File: config.mk
export PLATFORM = sky130hd
export DESIGN_NAME = capture_sequencer_flat
export DESIGN_NICKNAME = d
export VERILOG_FILES = /design/src/rtl/capture_sequencer_if.sv /design/src/rtl/capture_sequencer.sv /design/src/flat_wrapper.sv
export SDC_FILE = /design/constraint.sdc
export NUM_CORES = 1
export LEC_CHECK = 0
export CAP_MARGIN = 10
export CORE_MARGIN = 10
export CORE_UTILIZATION = 45
export DETAILED_ROUTE_END_ITERATION = 8
export GPL_ROUTABILITY_DRIVEN = 0
export PLACE_DENSITY = 0.76
export SLEW_MARGIN = 20
export SYNTH_ARGS = -nofsm -noshare
export SYNTH_HDL_FRONTEND = slang
export SYNTH_SLANG_ARGS = --single-unit
File: constraint.sdc
create_clock -name sys_clk -period 4.65 [get_ports sys_clk]
set_input_delay 0.6975 -clock sys_clk [delete_from_list [all_inputs] [get_ports sys_clk]]
set_output_delay 0.6975 -clock sys_clk [all_outputs]
set_load 0.005 [all_outputs]
File: src/rtl/capture_sequencer_if.sv
// capture_sequencer_if: handshake bundle between the capture session controller
// and its surroundings (run button, LA core, UART streamer, debug taps).
// slave  = the sequencer side, master = the side that drives the requests.
interface capture_sequencer_if;
    logic       btn_run_pulse;
    logic       single_shot;
    logic       capture_done;
    logic       uart_busy;
    logic       uart_done;
    logic       trigger_enable;
    logic       uart_start;
    logic       clear_done;
    logic [2:0] seq_state;
    logic [7:0] capture_count;
    logic       readout_error;

    modport slave (
        input  btn_run_pulse, single_shot, capture_done, uart_busy, uart_done,
        output trigger_enable, uart_start, clear_done, seq_state, capture_count,
        readout_error
    );

    modport master (
        output btn_run_pulse, single_shot, capture_done, uart_busy, uart_done,
        input  trigger_enable, uart_start, clear_done, seq_state, capture_count,
        readout_error
    );
endinterface

File: src/rtl/capture_sequencer.sv
// capture_sequencer: session controller for the logic-analyzer core, BRAM and
// UART streamer: arm -> capture_done -> UART dump -> uart_done -> release core
// -> holdoff -> re-arm (or stop after one readout in single-shot mode).
// Optional feature macro: CAPSEQ_READOUT_TIMEOUT_EN adds a readout watchdog
// (TIMEOUT_CYCLES parameter, sticky readout_error). Without it readout waits
// forever and readout_error is tied low.
// All outputs are registered; pulses appear the cycle after the decision.
module capture_sequencer #(
    parameter logic [19:0] HOLDOFF_CYCLES = 20'd50_000
`ifdef CAPSEQ_READOUT_TIMEOUT_EN
    ,
    parameter logic [23:0] TIMEOUT_CYCLES = 24'd10_000_000
`endif
) (
    input  logic                 sys_clk,
    input  logic                 sys_rst_n,
    capture_sequencer_if.slave   bus
);

    localparam logic [2:0] ST_IDLE     = 3'd0;
    localparam logic [2:0] ST_ARMED    = 3'd1;
    localparam logic [2:0] ST_READ_REQ = 3'd2;
    localparam logic [2:0] ST_READOUT  = 3'd3;
    localparam logic [2:0] ST_HOLDOFF  = 3'd4;

    logic [2:0]  state_r, state_s;
    logic        trigger_enable_r, trigger_enable_s;
    logic        uart_start_r, uart_start_s;
    logic        clear_done_r, clear_done_s;
    logic [7:0]  capture_count_r, capture_count_s;
    logic        stop_pending_r, stop_pending_s;
    logic [19:0] holdoff_cnt_r, holdoff_cnt_s;
    logic        capture_done_d1_r;
    logic        uart_done_d1_r;
    logic        cd_rise_s;
    logic        ud_rise_s;
    logic        stop_now_s;
`ifdef CAPSEQ_READOUT_TIMEOUT_EN
    logic [23:0] timeout_cnt_r, timeout_cnt_s;
    logic        readout_error_r, readout_error_s;
`endif

    assign cd_rise_s = bus.capture_done & ~capture_done_d1_r;
    assign ud_rise_s = bus.uart_done & ~uart_done_d1_r;

    // Next-state and next-output decode for the session FSM.
    always_comb begin
        state_s          = state_r;
        trigger_enable_s = 1'b0;
        uart_start_s     = 1'b0;
        clear_done_s     = 1'b0;
        capture_count_s  = capture_count_r;
        stop_pending_s   = stop_pending_r;
        holdoff_cnt_s    = holdoff_cnt_r;
        stop_now_s       = stop_pending_r | bus.btn_run_pulse;
`ifdef CAPSEQ_READOUT_TIMEOUT_EN
        timeout_cnt_s    = timeout_cnt_r;
        readout_error_s  = readout_error_r;
`endif
        case (state_r)
            ST_IDLE: begin
                if (bus.btn_run_pulse) begin
                    state_s          = ST_ARMED;
                    trigger_enable_s = 1'b1;
                    stop_pending_s   = 1'b0;
`ifdef CAPSEQ_READOUT_TIMEOUT_EN
                    readout_error_s  = 1'b0;
`endif
                end else begin
                    state_s = ST_IDLE;
                end
            end
            ST_ARMED: begin
                // A capture arriving with a stop request still gets dumped.
                if (cd_rise_s) begin
                    state_s        = ST_READ_REQ;
                    stop_pending_s = stop_now_s;
                end else if (bus.btn_run_pulse) begin
                    state_s = ST_IDLE;
                end else begin
                    trigger_enable_s = 1'b1;
                end
            end
            ST_READ_REQ: begin
                stop_pending_s = stop_now_s;
                if (!bus.uart_busy) begin
                    state_s      = ST_READOUT;
                    uart_start_s = 1'b1;
`ifdef CAPSEQ_READOUT_TIMEOUT_EN
                    timeout_cnt_s = 24'd0;
`endif
                end else begin
                    state_s = ST_READ_REQ;
                end
            end
            ST_READOUT: begin
                if (ud_rise_s) begin
                    clear_done_s    = 1'b1;
                    capture_count_s = capture_count_r + 8'd1;
                    stop_pending_s  = 1'b0;
                    if (stop_now_s || bus.single_shot) begin
                        state_s = ST_IDLE;
                    end else begin
                        state_s       = ST_HOLDOFF;
                        holdoff_cnt_s = HOLDOFF_CYCLES;
                    end
                end
`ifdef CAPSEQ_READOUT_TIMEOUT_EN
                else if (({1'b0, timeout_cnt_r} + 25'd1) >= {1'b0, TIMEOUT_CYCLES}) begin
                    clear_done_s    = 1'b1;
                    readout_error_s = 1'b1;
                    stop_pending_s  = 1'b0;
                    state_s         = ST_IDLE;
                end
`endif
                else begin
                    stop_pending_s = stop_now_s;
`ifdef CAPSEQ_READOUT_TIMEOUT_EN
                    timeout_cnt_s  = timeout_cnt_r + 24'd1;
`endif
                end
            end
            ST_HOLDOFF: begin
                // Counter value 0 or 1 both mean the last holdoff cycle.
                if (bus.btn_run_pulse) begin
                    state_s = ST_IDLE;
                end else if (holdoff_cnt_r <= 20'd1) begin
                    state_s          = ST_ARMED;
                    trigger_enable_s = 1'b1;
                end else begin
                    holdoff_cnt_s = holdoff_cnt_r - 20'd1;
                end
            end
            default: begin
                state_s = ST_IDLE;
            end
        endcase
    end

    // State, output and edge-detect registers.
    always_ff @(posedge sys_clk or negedge sys_rst_n) begin
        if (!sys_rst_n) begin
            state_r           <= ST_IDLE;
            trigger_enable_r  <= 1'b0;
            uart_start_r      <= 1'b0;
            clear_done_r      <= 1'b0;
            capture_count_r   <= 8'd0;
            stop_pending_r    <= 1'b0;
            holdoff_cnt_r     <= 20'd0;
            capture_done_d1_r <= 1'b0;
            uart_done_d1_r    <= 1'b0;
`ifdef CAPSEQ_READOUT_TIMEOUT_EN
            timeout_cnt_r     <= 24'd0;
            readout_error_r   <= 1'b0;
`endif
        end else begin
            state_r           <= state_s;
            trigger_enable_r  <= trigger_enable_s;
            uart_start_r      <= uart_start_s;
            clear_done_r      <= clear_done_s;
            capture_count_r   <= capture_count_s;
            stop_pending_r    <= stop_pending_s;
            holdoff_cnt_r     <= holdoff_cnt_s;
            capture_done_d1_r <= bus.capture_done;
            uart_done_d1_r    <= bus.uart_done;
`ifdef CAPSEQ_READOUT_TIMEOUT_EN
            timeout_cnt_r     <= timeout_cnt_s;
            readout_error_r   <= readout_error_s;
`endif
        end
    end

    assign bus.trigger_enable = trigger_enable_r;
    assign bus.uart_start     = uart_start_r;
    assign bus.clear_done     = clear_done_r;
    assign bus.seq_state      = state_r;
    assign bus.capture_count  = capture_count_r;
`ifdef CAPSEQ_READOUT_TIMEOUT_EN
    assign bus.readout_error  = readout_error_r;
`else
    assign bus.readout_error  = 1'b0;
`endif

endmodule
File: src/flat_wrapper.sv
// flat-port wrapper written by rule: the top's interface ports become plain ports
module capture_sequencer_flat 
#(
    parameter logic [19:0] HOLDOFF_CYCLES = 20'd50_000

)
  (sys_clk, sys_rst_n, bus_btn_run_pulse, bus_single_shot, bus_capture_done, bus_uart_busy, bus_uart_done, bus_trigger_enable, bus_uart_start, bus_clear_done, bus_seq_state, bus_capture_count, bus_readout_error);
  capture_sequencer_if bus_i ();
  input  logic sys_clk;
  input  logic sys_rst_n;
  input wire logic [$bits(bus_i.btn_run_pulse)-1:0] bus_btn_run_pulse;
  input wire logic [$bits(bus_i.single_shot)-1:0] bus_single_shot;
  input wire logic [$bits(bus_i.capture_done)-1:0] bus_capture_done;
  input wire logic [$bits(bus_i.uart_busy)-1:0] bus_uart_busy;
  input wire logic [$bits(bus_i.uart_done)-1:0] bus_uart_done;
  output wire logic [$bits(bus_i.trigger_enable)-1:0] bus_trigger_enable;
  output wire logic [$bits(bus_i.uart_start)-1:0] bus_uart_start;
  output wire logic [$bits(bus_i.clear_done)-1:0] bus_clear_done;
  output wire logic [$bits(bus_i.seq_state)-1:0] bus_seq_state;
  output wire logic [$bits(bus_i.capture_count)-1:0] bus_capture_count;
  output wire logic [$bits(bus_i.readout_error)-1:0] bus_readout_error;
  assign bus_i.btn_run_pulse = bus_btn_run_pulse;
  assign bus_i.single_shot = bus_single_shot;
  assign bus_i.capture_done = bus_capture_done;
  assign bus_i.uart_busy = bus_uart_busy;
  assign bus_i.uart_done = bus_uart_done;
  assign bus_trigger_enable = bus_i.trigger_enable;
  assign bus_uart_start = bus_i.uart_start;
  assign bus_clear_done = bus_i.clear_done;
  assign bus_seq_state = bus_i.seq_state;
  assign bus_capture_count = bus_i.capture_count;
  assign bus_readout_error = bus_i.readout_error;
  capture_sequencer #(.HOLDOFF_CYCLES(HOLDOFF_CYCLES)) u_core (.sys_clk(sys_clk), .sys_rst_n(sys_rst_n), .bus(bus_i));
endmodule
==> metrics.txt <==
status finished clean; Die X 85.90 um; distinct cell type count after synthesis 47; hold path startpoint u_core.bus.capture_count[7]; CP endpoint kind register; Max Freq 391.8 MHz; max-slew violation count 0; most common cell after layout, fill and taps aside dfrtp_1; max_cap viols 0; syn nets 205; Via density 5.842; share of cells above drive strength 1 7.907%; FF-to-FF End u_core.holdoff_cnt_r[1]; Clock Path Buffers 2; Root Buffer clkbuf_8; wire length of the first global-routing pass 7189 um; Pleak 0.001013 uW; critical path type register to register; Die Y 85.90 um; post-synthesis async set-or-reset flop share 100.0%; Post-synth EDFFs 0; area leader, netlist dfrtp_1; # IOs 22; final setup TNS 0 ns; area delta synth->final 17.29%; Setup Skew 0.01062 ns; core footprint 4115 um2; Worst-Margin Slew 0.7901 ns; drt pass-1 iters 4; Cell Pwr Density 517.3 nW/um2; final worst path period need 2.552 ns; worst hold stages 1; critical path startpoint category register; slew margin rel. 47.33%; Worst VDD drop 0.0002663 V; most frequent cells in the layout dfrtp_1 (37), clkdlybuf4s50_1 (19), nor2_1 (16); DRT antenna net count 0; CTS tree done; drt total wl 4021 um; CTS resizes 0; H-Tree Depth 2; routed vias 1548; post-synth top area share 47.38%; critical path peak fanout 12; Final period util 54.89%; synth top area cells dfrtp_1 (47%), a211o_1 (3.6%), nor3_1 (3.6%); YS warnings 0; Initial DRC Count 192; hold endpoint u_core.bus.capture_count[7]; port bufs 20; Sink Count 37; Crit Reg-Reg Startpoint u_core.holdoff_cnt_r[12]; Initial Util 47.49%; syn_area_per_cell 10.02 um2; CTS Buf Count 5; total congestion overflow 0; initial antenna violation count 0; pin count of the biggest net entering global routing 38; Final #Nets 224; r2r setup slk 2.10 ns; wire length per cell 15.17 um; setup repair after global routing missed its margin no; most used flip-flop cell after synthesis dfrtp_1; flops & latches, synth 37; Critical Path RT 4.82 ns; Worst-Skew Late Latency 0.29 ns; hold buffers post-CTS 0; final hold viol count 0; setup ws final 2.098 ns; setup bufs post-CTS 0; # rows 23; Die Area 7379 um2; Worst Reg-to-Reg Cells 6; vias in the first global route 1562; drc violations 0; Final setup violation count 0; Worst-path clk slew 0.07 ns; ANT cells 0; Final HPWL DP 2888 um; post-synthesis cell area 1954 um2; GRT Total Usage 11.80%; worst min path class register to register; Post-Place Worst Slack 2.059 ns; Synth Instances 195; Seq/Total Area, Yosys 47.38%; CP arrival 2.72 ns
-- kinds of logic (layout without fill, tap and decap cells) --
logic type / count (synthesis) / in the layout / share of synthesized area (%)
AO/OA/AOI/OAI: 43 / 43 / 16.52
buffers and inverters: 15 / 35 / 3.521
AND/OR/NAND/NOR: 87 / 87 / 25.99
XOR/XNOR: 7 / 7 / 3.137
other: 1 / 1 / 0.1919
adder cells (fa/ha/maj): 3 / 3 / 1.921
multiplexers: 2 / 2 / 1.344
flip-flops: 37 / 37 / 47.38
-- worst max-delay path by stage --
stage | from | end | slack (ns) | depth (start not counted)
2_1_floorplan | u_core.holdoff_cnt_r[12] | u_core.holdoff_cnt_r[1] | 2.59 | 6
3_3_place_gp | bus_btn_run_pulse | u_core.holdoff_cnt_r[1] | 2.10 | 6
3_5_place_dp | bus_btn_run_pulse | u_core.holdoff_cnt_r[1] | 2.06 | 6
4_1_cts | u_core.holdoff_cnt_r[12] | u_core.holdoff_cnt_r[1] | 2.09 | 6
5_1_grt | u_core.holdoff_cnt_r[11] | u_core.holdoff_cnt_r[1] | 1.97 | 6
6_report | u_core.holdoff_cnt_r[12] | u_core.holdoff_cnt_r[1] | 2.10 | 6
-- sequential cells by signal, summed over array words and instances, names as in the netlist --
register / flops
u_core.capture_done_d1_r: 1
u_core.uart_done_d1_r: 1
u_core.stop_pending_r: 1
u_core.bus.uart_start: 1
u_core.bus.capture_count: 8
u_core.bus.trigger_enable: 1
u_core.bus.seq_state: 3
u_core.bus.clear_done: 1
u_core.holdoff_cnt_r: 20
-- cells in the mapped netlist, types with 2 or more instances --
cell	number
nor2_1	16
nand4b_1	2
nor2b_1	2
nand3_1	7
inv_1	5
o21a_1	5
or3_1	4
nand2b_1	3
and4_1	2
a21oi_1	7
a211o_1	8
nor3b_1	4
clkbuf_1	5
nor4_1	3
buf_2	2
dfrtp_1	37
or3_4	2
buf_4	2
o31ai_1	3
xnor2_1	5
a31oi_1	9
a21o_1	2
nor3_1	14
nand2_1	8
ha_1	3
nand4_1	5
and3_1	9
xor2_1	2
-- per-layer routing --
layer	GRT usage, %	wire [um]	vias up
met4	4.790	74	0
li1	-	-	763
met1	14.46	1878	737
met2	18.86	1809	40
met5	0	0	-
met3	3.500	259	8
-- report_power, final --
group          internal (uW)  leakage, uW  switching (uW)
registers                407     0.000480             113
logic                    191     0.000475             191
clock network            175    0.0000585             109
-- layout make-up --
type,instances,area (um2)
Inverter,6,25.02
Clock inverter,1,30.03
Multi-Input combinational cell,143,959.7
Timing Repair Buffer,21,202.7
Clock buffer,7,86.33
Sequential cell,37,925.9
Tap cell,50,62.56
Fill cell,350,1823
-- critical path, stage by stage, from the launching register on --
cell and delay (ns):
dfrtp_1 0.40, or3_4 0.42, nor4_4 0.58, a21oi_4 0.20
o21ai_4 0.38, inv_4 0.12, mux2_4 0.32
-- per-stage QoR --
step                      power [uW]  util (%)  hold WS [ns]  instance area, um2  std cells
after detailed placement       906.8     52.87        0.4653                2176        257
final                           1186     55.70        0.4706                2292        265
after global placement         902.3     52.87        0.4629                2176        257
after CTS                       1191     55.70        0.4762                2292        265
after floorplan                774.3         -        0.4019                1954        195
after global routing            1279     55.70        0.5033                2292        265
(Power assumes the default switching activity.)
